`src/rtl/iob_axil2iob.sv`:
```
// iob_axil2iob: AXI4-Lite slave to IOb master bridge.
//
// Accepts one AXI4-Lite transaction at a time and converts it into a single
// IOb access. Writes need both AW and W (in any order) before the IOb write
// is issued. A write with an all-zero strobe completes without touching IOb,
// because wstrb=0 means "read" on IOb. Reads issue an IOb read and return the
// data once iob_rvalid_i arrives.
//
// Ports:
//   clk_i, arst_n_i         clock, asynchronous active-low reset
//   axil_aw*/axil_w*/axil_b*  AXI4-Lite write address, write data, write response
//   axil_ar*/axil_r*        AXI4-Lite read address, read data/response
//   iob_valid_o/iob_addr_o/iob_wdata_o/iob_wstrb_o   IOb request
//   iob_ready_i             IOb request accepted
//   iob_rvalid_i/iob_rdata_i  IOb read data return
module iob_axil2iob #(
    parameter int AXIL_ADDR_W = 21,
    parameter int AXIL_DATA_W = 32,
    parameter int ADDR_W      = AXIL_ADDR_W,
    parameter int DATA_W      = AXIL_DATA_W
) (
    input  logic                     clk_i,
    input  logic                     arst_n_i,
    // AXI4-Lite write address
    input  logic                     axil_awvalid_i,
    output logic                     axil_awready_o,
    input  logic [AXIL_ADDR_W-1:0]   axil_awaddr_i,
    input  logic [2:0]               axil_awprot_i,
    // AXI4-Lite write data
    input  logic                     axil_wvalid_i,
    output logic                     axil_wready_o,
    input  logic [AXIL_DATA_W-1:0]   axil_wdata_i,
    input  logic [AXIL_DATA_W/8-1:0] axil_wstrb_i,
    // AXI4-Lite write response
    output logic                     axil_bvalid_o,
    input  logic                     axil_bready_i,
    output logic [1:0]               axil_bresp_o,
    // AXI4-Lite read address
    input  logic                     axil_arvalid_i,
    output logic                     axil_arready_o,
    input  logic [AXIL_ADDR_W-1:0]   axil_araddr_i,
    input  logic [2:0]               axil_arprot_i,
    // AXI4-Lite read data
    output logic                     axil_rvalid_o,
    input  logic                     axil_rready_i,
    output logic [AXIL_DATA_W-1:0]   axil_rdata_o,
    output logic [1:0]               axil_rresp_o,
    // IOb master
    output logic                     iob_valid_o,
    output logic [ADDR_W-1:0]        iob_addr_o,
    output logic [DATA_W-1:0]        iob_wdata_o,
    output logic [DATA_W/8-1:0]      iob_wstrb_o,
    input  logic                     iob_ready_i,
    input  logic                     iob_rvalid_i,
    input  logic [DATA_W-1:0]        iob_rdata_i
);

    typedef enum logic [2:0] {
        IDLE,
        WR_REQ,
        WR_RESP,
        RD_REQ,
        RD_WAIT,
        RD_RESP
    } state_t;

    state_t state, state_nxt;

    logic                     aw_cap;
    logic                     w_cap;
    logic [AXIL_ADDR_W-1:0]   addr_reg;
    logic [AXIL_DATA_W-1:0]   wdata_reg;
    logic [AXIL_DATA_W/8-1:0] wstrb_reg;
    logic [AXIL_DATA_W-1:0]   rdata_reg;

    logic aw_hs;
    logic w_hs;
    logic ar_hs;
    logic wr_done;
    logic rd_capture;

    // Protection attributes carry no meaning on IOb.
    logic unused_prot;
    assign unused_prot = ^{axil_awprot_i, axil_arprot_i};

    // Next state and handshake outputs.
    always_comb begin
        state_nxt      = state;
        axil_awready_o = 1'b0;
        axil_wready_o  = 1'b0;
        axil_arready_o = 1'b0;
        axil_bvalid_o  = 1'b0;
        axil_rvalid_o  = 1'b0;
        iob_valid_o    = 1'b0;
        iob_wstrb_o    = '0;
        aw_hs          = 1'b0;
        w_hs           = 1'b0;
        ar_hs          = 1'b0;
        wr_done        = 1'b0;
        rd_capture     = 1'b0;

        case (state)
            IDLE: begin
                axil_awready_o = !aw_cap;
                axil_wready_o  = !w_cap;
                // A pending or partially captured write blocks reads.
                axil_arready_o = !aw_cap && !w_cap && !axil_awvalid_i && !axil_wvalid_i;
                aw_hs = axil_awvalid_i && axil_awready_o;
                w_hs  = axil_wvalid_i && axil_wready_o;
                ar_hs = axil_arvalid_i && axil_arready_o;
                // Count this cycle's handshakes so AW+W together leave IDLE
                // on the same edge that captures them.
                if ((aw_cap || aw_hs) && (w_cap || w_hs)) begin
                    if ((w_hs ? axil_wstrb_i : wstrb_reg) == '0) begin
                        state_nxt = WR_RESP;
                    end else begin
                        state_nxt = WR_REQ;
                    end
                end else if (ar_hs) begin
                    state_nxt = RD_REQ;
                end
            end
            WR_REQ: begin
                iob_valid_o = 1'b1;
                iob_wstrb_o = wstrb_reg;
                if (iob_ready_i) begin
                    state_nxt = WR_RESP;
                end
            end
            WR_RESP: begin
                axil_bvalid_o = 1'b1;
                if (axil_bready_i) begin
                    wr_done   = 1'b1;
                    state_nxt = IDLE;
                end
            end
            RD_REQ: begin
                iob_valid_o = 1'b1;
                if (iob_ready_i) begin
                    if (iob_rvalid_i) begin
                        rd_capture = 1'b1;
                        state_nxt  = RD_RESP;
                    end else begin
                        state_nxt = RD_WAIT;
                    end
                end
            end
            RD_WAIT: begin
                if (iob_rvalid_i) begin
                    rd_capture = 1'b1;
                    state_nxt  = RD_RESP;
                end
            end
            RD_RESP: begin
                axil_rvalid_o = 1'b1;
                if (axil_rready_i) begin
                    state_nxt = IDLE;
                end
            end
            default: state_nxt = IDLE;
        endcase
    end

    always_ff @(posedge clk_i or negedge arst_n_i) begin
        if (!arst_n_i) begin
            state <= IDLE;
        end else begin
            state <= state_nxt;
        end
    end

    // Captured request fields and read data.
    always_ff @(posedge clk_i or negedge arst_n_i) begin
        if (!arst_n_i) begin
            aw_cap    <= 1'b0;
            w_cap     <= 1'b0;
            addr_reg  <= '0;
            wdata_reg <= '0;
            wstrb_reg <= '0;
            rdata_reg <= '0;
        end else begin
            if (wr_done) begin
                aw_cap <= 1'b0;
                w_cap  <= 1'b0;
            end else begin
                if (aw_hs) begin
                    aw_cap <= 1'b1;
                end
                if (w_hs) begin
                    w_cap <= 1'b1;
                end
            end
            if (aw_hs) begin
                addr_reg <= axil_awaddr_i;
            end else if (ar_hs) begin
                addr_reg <= axil_araddr_i;
            end
            if (w_hs) begin
                wdata_reg <= axil_wdata_i;
                wstrb_reg <= axil_wstrb_i;
            end
            if (rd_capture) begin
                rdata_reg <= iob_rdata_i;
            end
        end
    end

    generate
        if (ADDR_W <= AXIL_ADDR_W) begin : g_addr_trunc
            assign iob_addr_o = addr_reg[ADDR_W-1:0];
        end else begin : g_addr_ext
            assign iob_addr_o = {{(ADDR_W - AXIL_ADDR_W){1'b0}}, addr_reg};
        end
    endgenerate

    assign iob_wdata_o  = wdata_reg;
    assign axil_rdata_o = rdata_reg;
    assign axil_bresp_o = 2'b00;
    assign axil_rresp_o = 2'b00;

endmodule

```
`config.mk`:
```
export PLATFORM = sky130hd
export DESIGN_NAME = iob_axil2iob
export DESIGN_NICKNAME = d
export VERILOG_FILES = /design/src/rtl/iob_axil2iob.sv
export SDC_FILE = /design/constraint.sdc
export NUM_CORES = 1
export LEC_CHECK = 0
export BUFFER_PORTS_ARGS = -buffer_cell sky130_fd_sc_hd__buf_2
export CAP_MARGIN = 0
export CORE_ASPECT_RATIO = 0.7
export CORE_MARGIN = 8
export CORE_UTILIZATION = 45
export CTS_CLUSTER_DIAMETER = 100
export DETAILED_ROUTE_END_ITERATION = 16
export PLACE_DENSITY_LB_ADDON = 0.25
export SLEW_MARGIN = 30
export SYNTH_ARGS = -nofsm -noshare
export SYNTH_HDL_FRONTEND = slang
export SYNTH_SLANG_ARGS = --single-unit
```
`constraint.sdc`:
```
create_clock -name clk_i -period 2.3 [get_ports clk_i]
set_input_delay 0.23 -clock clk_i [delete_from_list [all_inputs] [get_ports clk_i]]
set_output_delay 0.23 -clock clk_i [all_outputs]
set_load 0.01 [all_outputs]
```
==> flow_metrics.tcl, run 1 <==
set metrics [dict create \
    finalSetupTns_ps 0 \
    synth_cell_types 39 \
    min_from "axil_bready_i" \
    hpwl_um 8340 \
    rrSetupSlack_ps 270 \
    die_w_um 131 \
    holdPathStages 2 \
    crit_path_end_kind "flip-flop" \
    mostFrequentLayoutCells "buf_2, dfrtp_1, mux2_1" \
    final-seq-area_mm2 0.00235 \
    core_mm2 0.00900 \
    die-area_mm2 0.0126 \
    grt_max_degree 51 \
    status "finished, final reports clean" \
    worstPathRequired_ps 2500 \
    hold_path.class "input pin to flip-flop" \
    ys_seq_elements 94 \
    postCtsSetupBuffers 0 \
    max_slew_margin 0.561 \
    grt_pass1_wl_um 16700 \
    io_buffer_count 213 \
    synth_warnings 0 \
    synth_top_area_cell "dfrtp_1" \
    p_leak_nw 3.11 \
    via_count 3128 \
    cts.path.max_buffers 2 \
    synthCells 299 \
    hold_ws_ps 104 \
    timing_worst_setup_path_type "flip-flop to flip-flop" \
    path_clk_slew_ps 60 \
    fmaxAchievable_mhz 492 \
    cts_resized 0 \
    drt_pass1_iterations 4 \
    ys_seq_area_frac 0.567 \
    fin_crit_sh 0.884 \
    hold_viol_final 0 \
    clkSinkCount 94 \
    final_antenna_net_count 0 \
    h-tree-depth 3 \
    numCtsBuffers 9 \
    holdPathEnd "w_cap" \
    grt_overflow 0 \
    cts_tree "done" \
    layout_commonest_cell "buf_2" \
    r2r_cells 5 \
    final_util 0.627 \
    r2r_start "state[0]" \
    routed_wirelength_um 10700 \
    fin_worst_skew_ps 7.75 \
    start_util 0.461 \
    fin_ws_ps 267 \
    nets 640 \
    ios 224 \
    multi_input_area_mm2 0.00164 \
    slew_violations 0 \
    finalWeightedCongestion 0.832 \
    area_delta_synth_final_pct 35.9 \
    clock-root-buffer "clkbuf_16" \
    timing.rr.end "iob_addr_o[6]" \
    rsz0062_at_grt "no" \
    worstPathArrival_ps 2240 \
    track_usage 0.170 \
    yosysTopAreaCellShare 0.567 \
    routedWlPerCell_um 16.7 \
    synth.area.top_cells "dfrtp_1, mux2_4, mux2_1" \
    antenna_found_initial 0 \
    grt_pass1_vias 3396 \
    drt-vias-per-instance 4.86 \
    worstSetupStartpointType "flip-flop" \
    setup_viol 0 \
    netlist_area_mm2 0.00415 \
    drc 0 \
    worstSkewPairLatency_ps 330 \
    startpoint "state[0]" \
    worstMarginPinSlew_ps 656 \
    power-per-cell-area_mw_per_mm2 1390 \
    dieHeight_um 96.3 \
    drive_gt1_frac 0.529 \
    ir_drop_mv 0.852 \
    finalPower_mw 7.84 \
    syn_area_per_cell_um2 13.9 \
    dp_slack_ps 264 \
    drt_iter0_drc 195 \
    diodes 0 \
    rows 29 \
    fin_crit_ps 2030 \
    crit_fanout 21 \
    fill_cells 745 \
    cap_violations 0 \
]
## timing repair
action / 4_1_cts / 5_1_grt
hold endpoints to repair: 49 / 0
setup endpoints to repair: 0 / 0
hold buffers: 1 / 0
## per-layer routing
metal	wire length (um)	GRT usage
met1	4110	0.194
met2	5280	0.283
met3	1130	0.0703
met4	223	0.0628
met5	0	0
## worst max path at each step
| stage | end | slack [ps] | cells after the start |
|---|---|---|---|
| after floorplan | iob_wdata_o[0] | 610 | 5 |
| after global placement | iob_addr_o[12] | 320 | 5 |
| after detailed placement | iob_addr_o[6] | 260 | 5 |
| after CTS | iob_addr_o[6] | 270 | 5 |
| after global routing | iob_addr_o[17] | 120 | 5 |
| final | iob_addr_o[6] | 270 | 5 |
## critical path, cell delays in order (launching register included)
cell and delay [ps]:
dfrtp_1 460, or4_4 570, clkinv_2 100, nand2_2 380
mux2i_1 310, o21ai_1 80
## synth_stat cells
cell / number
a21o_1: 3
a21oi_1: 5
a311o_1: 1
a31oi_1: 1
and2_1: 1
and3_1: 4
and3_4: 1
buf_2: 4
buf_4: 5
buf_6: 8
clkbuf_1: 2
clkinv_2: 1
conb_1: 1
dfrtp_1: 94
inv_1: 2
inv_2: 1
mux2_1: 38
mux2_4: 30
mux2i_1: 21
nand2_1: 23
nand2_2: 2
nand2b_1: 5
nand2b_2: 1
nand3_1: 2
nand4_1: 1
nor2_1: 3
nor2b_1: 1
nor3_1: 1
nor4_1: 3
nor4_4: 1
o211ai_1: 1
o21ai_1: 22
o21ai_4: 1
o21bai_1: 1
o22ai_1: 4
o31ai_1: 1
o32a_1: 1
or4_4: 1
or4b_4: 1
## power by group
group	switching [mW]	internal, mW	total, mW
clock	0.629	0.963	1.59
sequential	0.470	2.48	2.95
combinational	1.62	1.67	3.29
total	2.72	5.12	7.84
## cell families (layout without fill, tap and decap cells)
family	Yosys count	count (layout)	share of synthesized area
flops	94	94	0.567
mux	89	89	0.262
simple gates	51	51	0.0688
compound gates	41	41	0.0597
buf+inv	23	241	0.0413
other cells	1	4	0.000904
## layout make-up
| class | count | share of cell area |
|---|---|---|
| Sequential cell | 94 | 0.417 |
| Multi-Input combinational cell | 185 | 0.290 |
| Timing Repair Buffer | 221 | 0.205 |
| Clock buffer | 10 | 0.0406 |
| Tap cell | 124 | 0.0275 |
| Clock inverter | 6 | 0.0169 |
| Inverter | 4 | 0.00288 |
## per-stage QoR
step | instance area, um2 | instances
6_report | 5640 | 644
5_1_grt | 5640 | 644
4_1_cts | 5640 | 644
3_5_place_dp | 5310 | 627
3_3_place_gp | 5310 | 627
2_1_floorplan | 4160 | 302
(Power assumes the default switching activity.)
==> run 2, diff against run 1 <==
--- a/config.mk
+++ b/config.mk
@@ -13,6 +13,7 @@
 export CTS_CLUSTER_DIAMETER = 100
 export DETAILED_ROUTE_END_ITERATION = 16
 export PLACE_DENSITY_LB_ADDON = 0.25
+export REMOVE_ABC_BUFFERS = 1
 export SLEW_MARGIN = 30
 export SYNTH_ARGS = -nofsm -noshare
 export SYNTH_HDL_FRONTEND = slang
==> flow_metrics.tcl, run 2 (synthesized netlist as in run 1, its figures left out) <==
set metrics [dict create \
    timing_worst_setup_path_type "flip-flop to flip-flop" \
    fin_worst_skew_ps 4.33 \
    dieHeight_um 96.3 \
    power-per-cell-area_mw_per_mm2 1400 \
    cts.path.max_buffers 2 \
    die-area_mm2 0.0126 \
    track_usage 0.175 \
    finalPower_mw 7.92 \
    worstPathArrival_ps 2170 \
    cap_violations 0 \
    final_antenna_net_count 0 \
    hold_viol_final 0 \
    rsz0062_at_grt "no" \
    cpMaxStageDelayCell "dfrtp_1" \
    hpwl_um 8530 \
    antenna_found_initial 0 \
    ir_drop_mv 0.759 \
    layout.cells.non_filler 645 \
    grt_pass1_wl_um 17100 \
    h-tree-depth 3 \
    ios 224 \
    fin_crit_ps 1960 \
    setup_viol 0 \
    worstSetupStartpointType "flip-flop" \
    grt_max_degree 47 \
    path_delay_family "simple AND/OR/NAND/NOR gates" \
    worstPathRequired_ps 2510 \
    p_leak_nw 3.13 \
    crit_buf_inv 1 \
    rows 29 \
    finalSetupTns_ps 0 \
    drive_gt1_frac 0.530 \
    clkSinkCount 94 \
    hold_path.class "input pin to flip-flop" \
    area_delta_synth_final_pct 36.8 \
    cts_resized 0 \
    crit_chain "or4_4 > clkinv_2 > nand2_2 > mux2i_1 > o21ai_1" \
    nets 641 \
    dp.cells 628 \
    path_clk_slew_ps 60 \
    io_buffer_count 213 \
    grt_overflow 0 \
    routed_wirelength_um 10700 \
    status "finished, final reports clean" \
    die_w_um 131 \
    core_mm2 0.00900 \
    diodes 0 \
    routedWlPerCell_um 16.6 \
    finalWeightedCongestion 0.809 \
    worstMarginPinSlew_ps 627 \
    slew_violations 0 \
    worstSkewPairLatency_ps 330 \
    grt_util_met3 0.0681 \
    max_stage_delay_ps 500 \
    drt_iter0_drc 108 \
    fmaxAchievable_mhz 511 \
    numCtsBuffers 9 \
    layout_commonest_cell "buf_2" \
    cts_tree "done" \
    grt_pass1_vias 3397 \
    grtUsageMet2 0.286 \
    drt-vias-per-instance 4.76 \
    drc 0 \
    mostFrequentLayoutCells "buf_2, dfrtp_1, mux2_1" \
    crit_path_end_kind "flip-flop" \
    clock-root-buffer "clkbuf_16" \
    max_slew_margin 0.581 \
    fin_crit_sh 0.851 \
    grt.met1_usage 0.211 \
    start_util 0.461 \
    drt_pass1_iterations 4 \
    via_count 3071 \
    grt_busiest_layer "met2" \
    crit_fanout 21 \
]
==> run 2: cell count changes in the layout (fill, tap and decap cells not counted), sizes merged <==
cell      before  now
clkinv         4    2
clkinvlp       0    2
bufinv         2    3
inv            4    3
buf          220  221
==> run 2: path summary, 6_finish.rpt <==
| check | from | to | slack (ps) | depth (start not counted) |
|---|---|---|---|---|
| min in group asynchronous | arst_n_i | iob_addr_o[4] | 310 | 2 |
| min | iob_rdata_i[0] | axil_rdata_o[0] | 100 | 2 |
| min reg2reg | iob_addr_o[17] | iob_addr_o[17] | 480 | 2 |
| max in group asynchronous | arst_n_i | iob_wdata_o[20] | 1320 | 3 |
| max reg2reg | state[2] | iob_addr_o[14] | 340 | 5 |
| max | state[2] | iob_addr_o[14] | 340 | 5 |
==> run 2: through the flow <==
step	util	hold slack [ps]	cell area (um2)	setup WS [ps]
after global placement	0.592	122	5330	356
after CTS	0.631	91.0	5680	341
after floorplan	-	-65.6	4010	8.72
after detailed placement	0.592	121	5330	356
final	0.631	105	5680	342
after global routing	0.631	91.8	5680	168
==> run 2: metal layers <==
layer,vias up,part of all wire
li1,1483,-
met1,1448,0.41
met2,129,0.48
met3,11,0.10
met4,0,0.012
met5,-,0
==> run 2: area by class of cell <==
type                    count  area, um2
clock inverters             6        110
flip-flops and latches     94       2350
clock buffers              10        229
multi-input cells         185       1640
fillers                   758       3320
well taps                 124        155
inverters                   4       16.3
repair buffers            222       1180
==> run 2: where the power goes <==
group / internal, mW / switching (mW) / leakage [nW] / total (mW)
Clock: 1.06 / 0.606 / 0.159 / 1.67
Combinational: 1.68 / 1.64 / 1.83 / 3.32
Sequential: 2.48 / 0.452 / 1.14 / 2.93
Total: 5.23 / 2.70 / 3.13 / 7.92
==> run 2: timing repair <==
action                                  in CTS  in global routing
hold buffers                                 1                  0
endpoints found under the setup margin       0                  0
endpoints found under the hold margin       18                  0
buffers inserted                             0                  0
==> run 2: worst register-to-register path, cell delays in order, from the launching register on <==
cell,delay (ps)
dfrtp_1,500
or4_4,490
clkinv_2,90
nand2_2,360
mux2i_1,320
o21ai_1,70
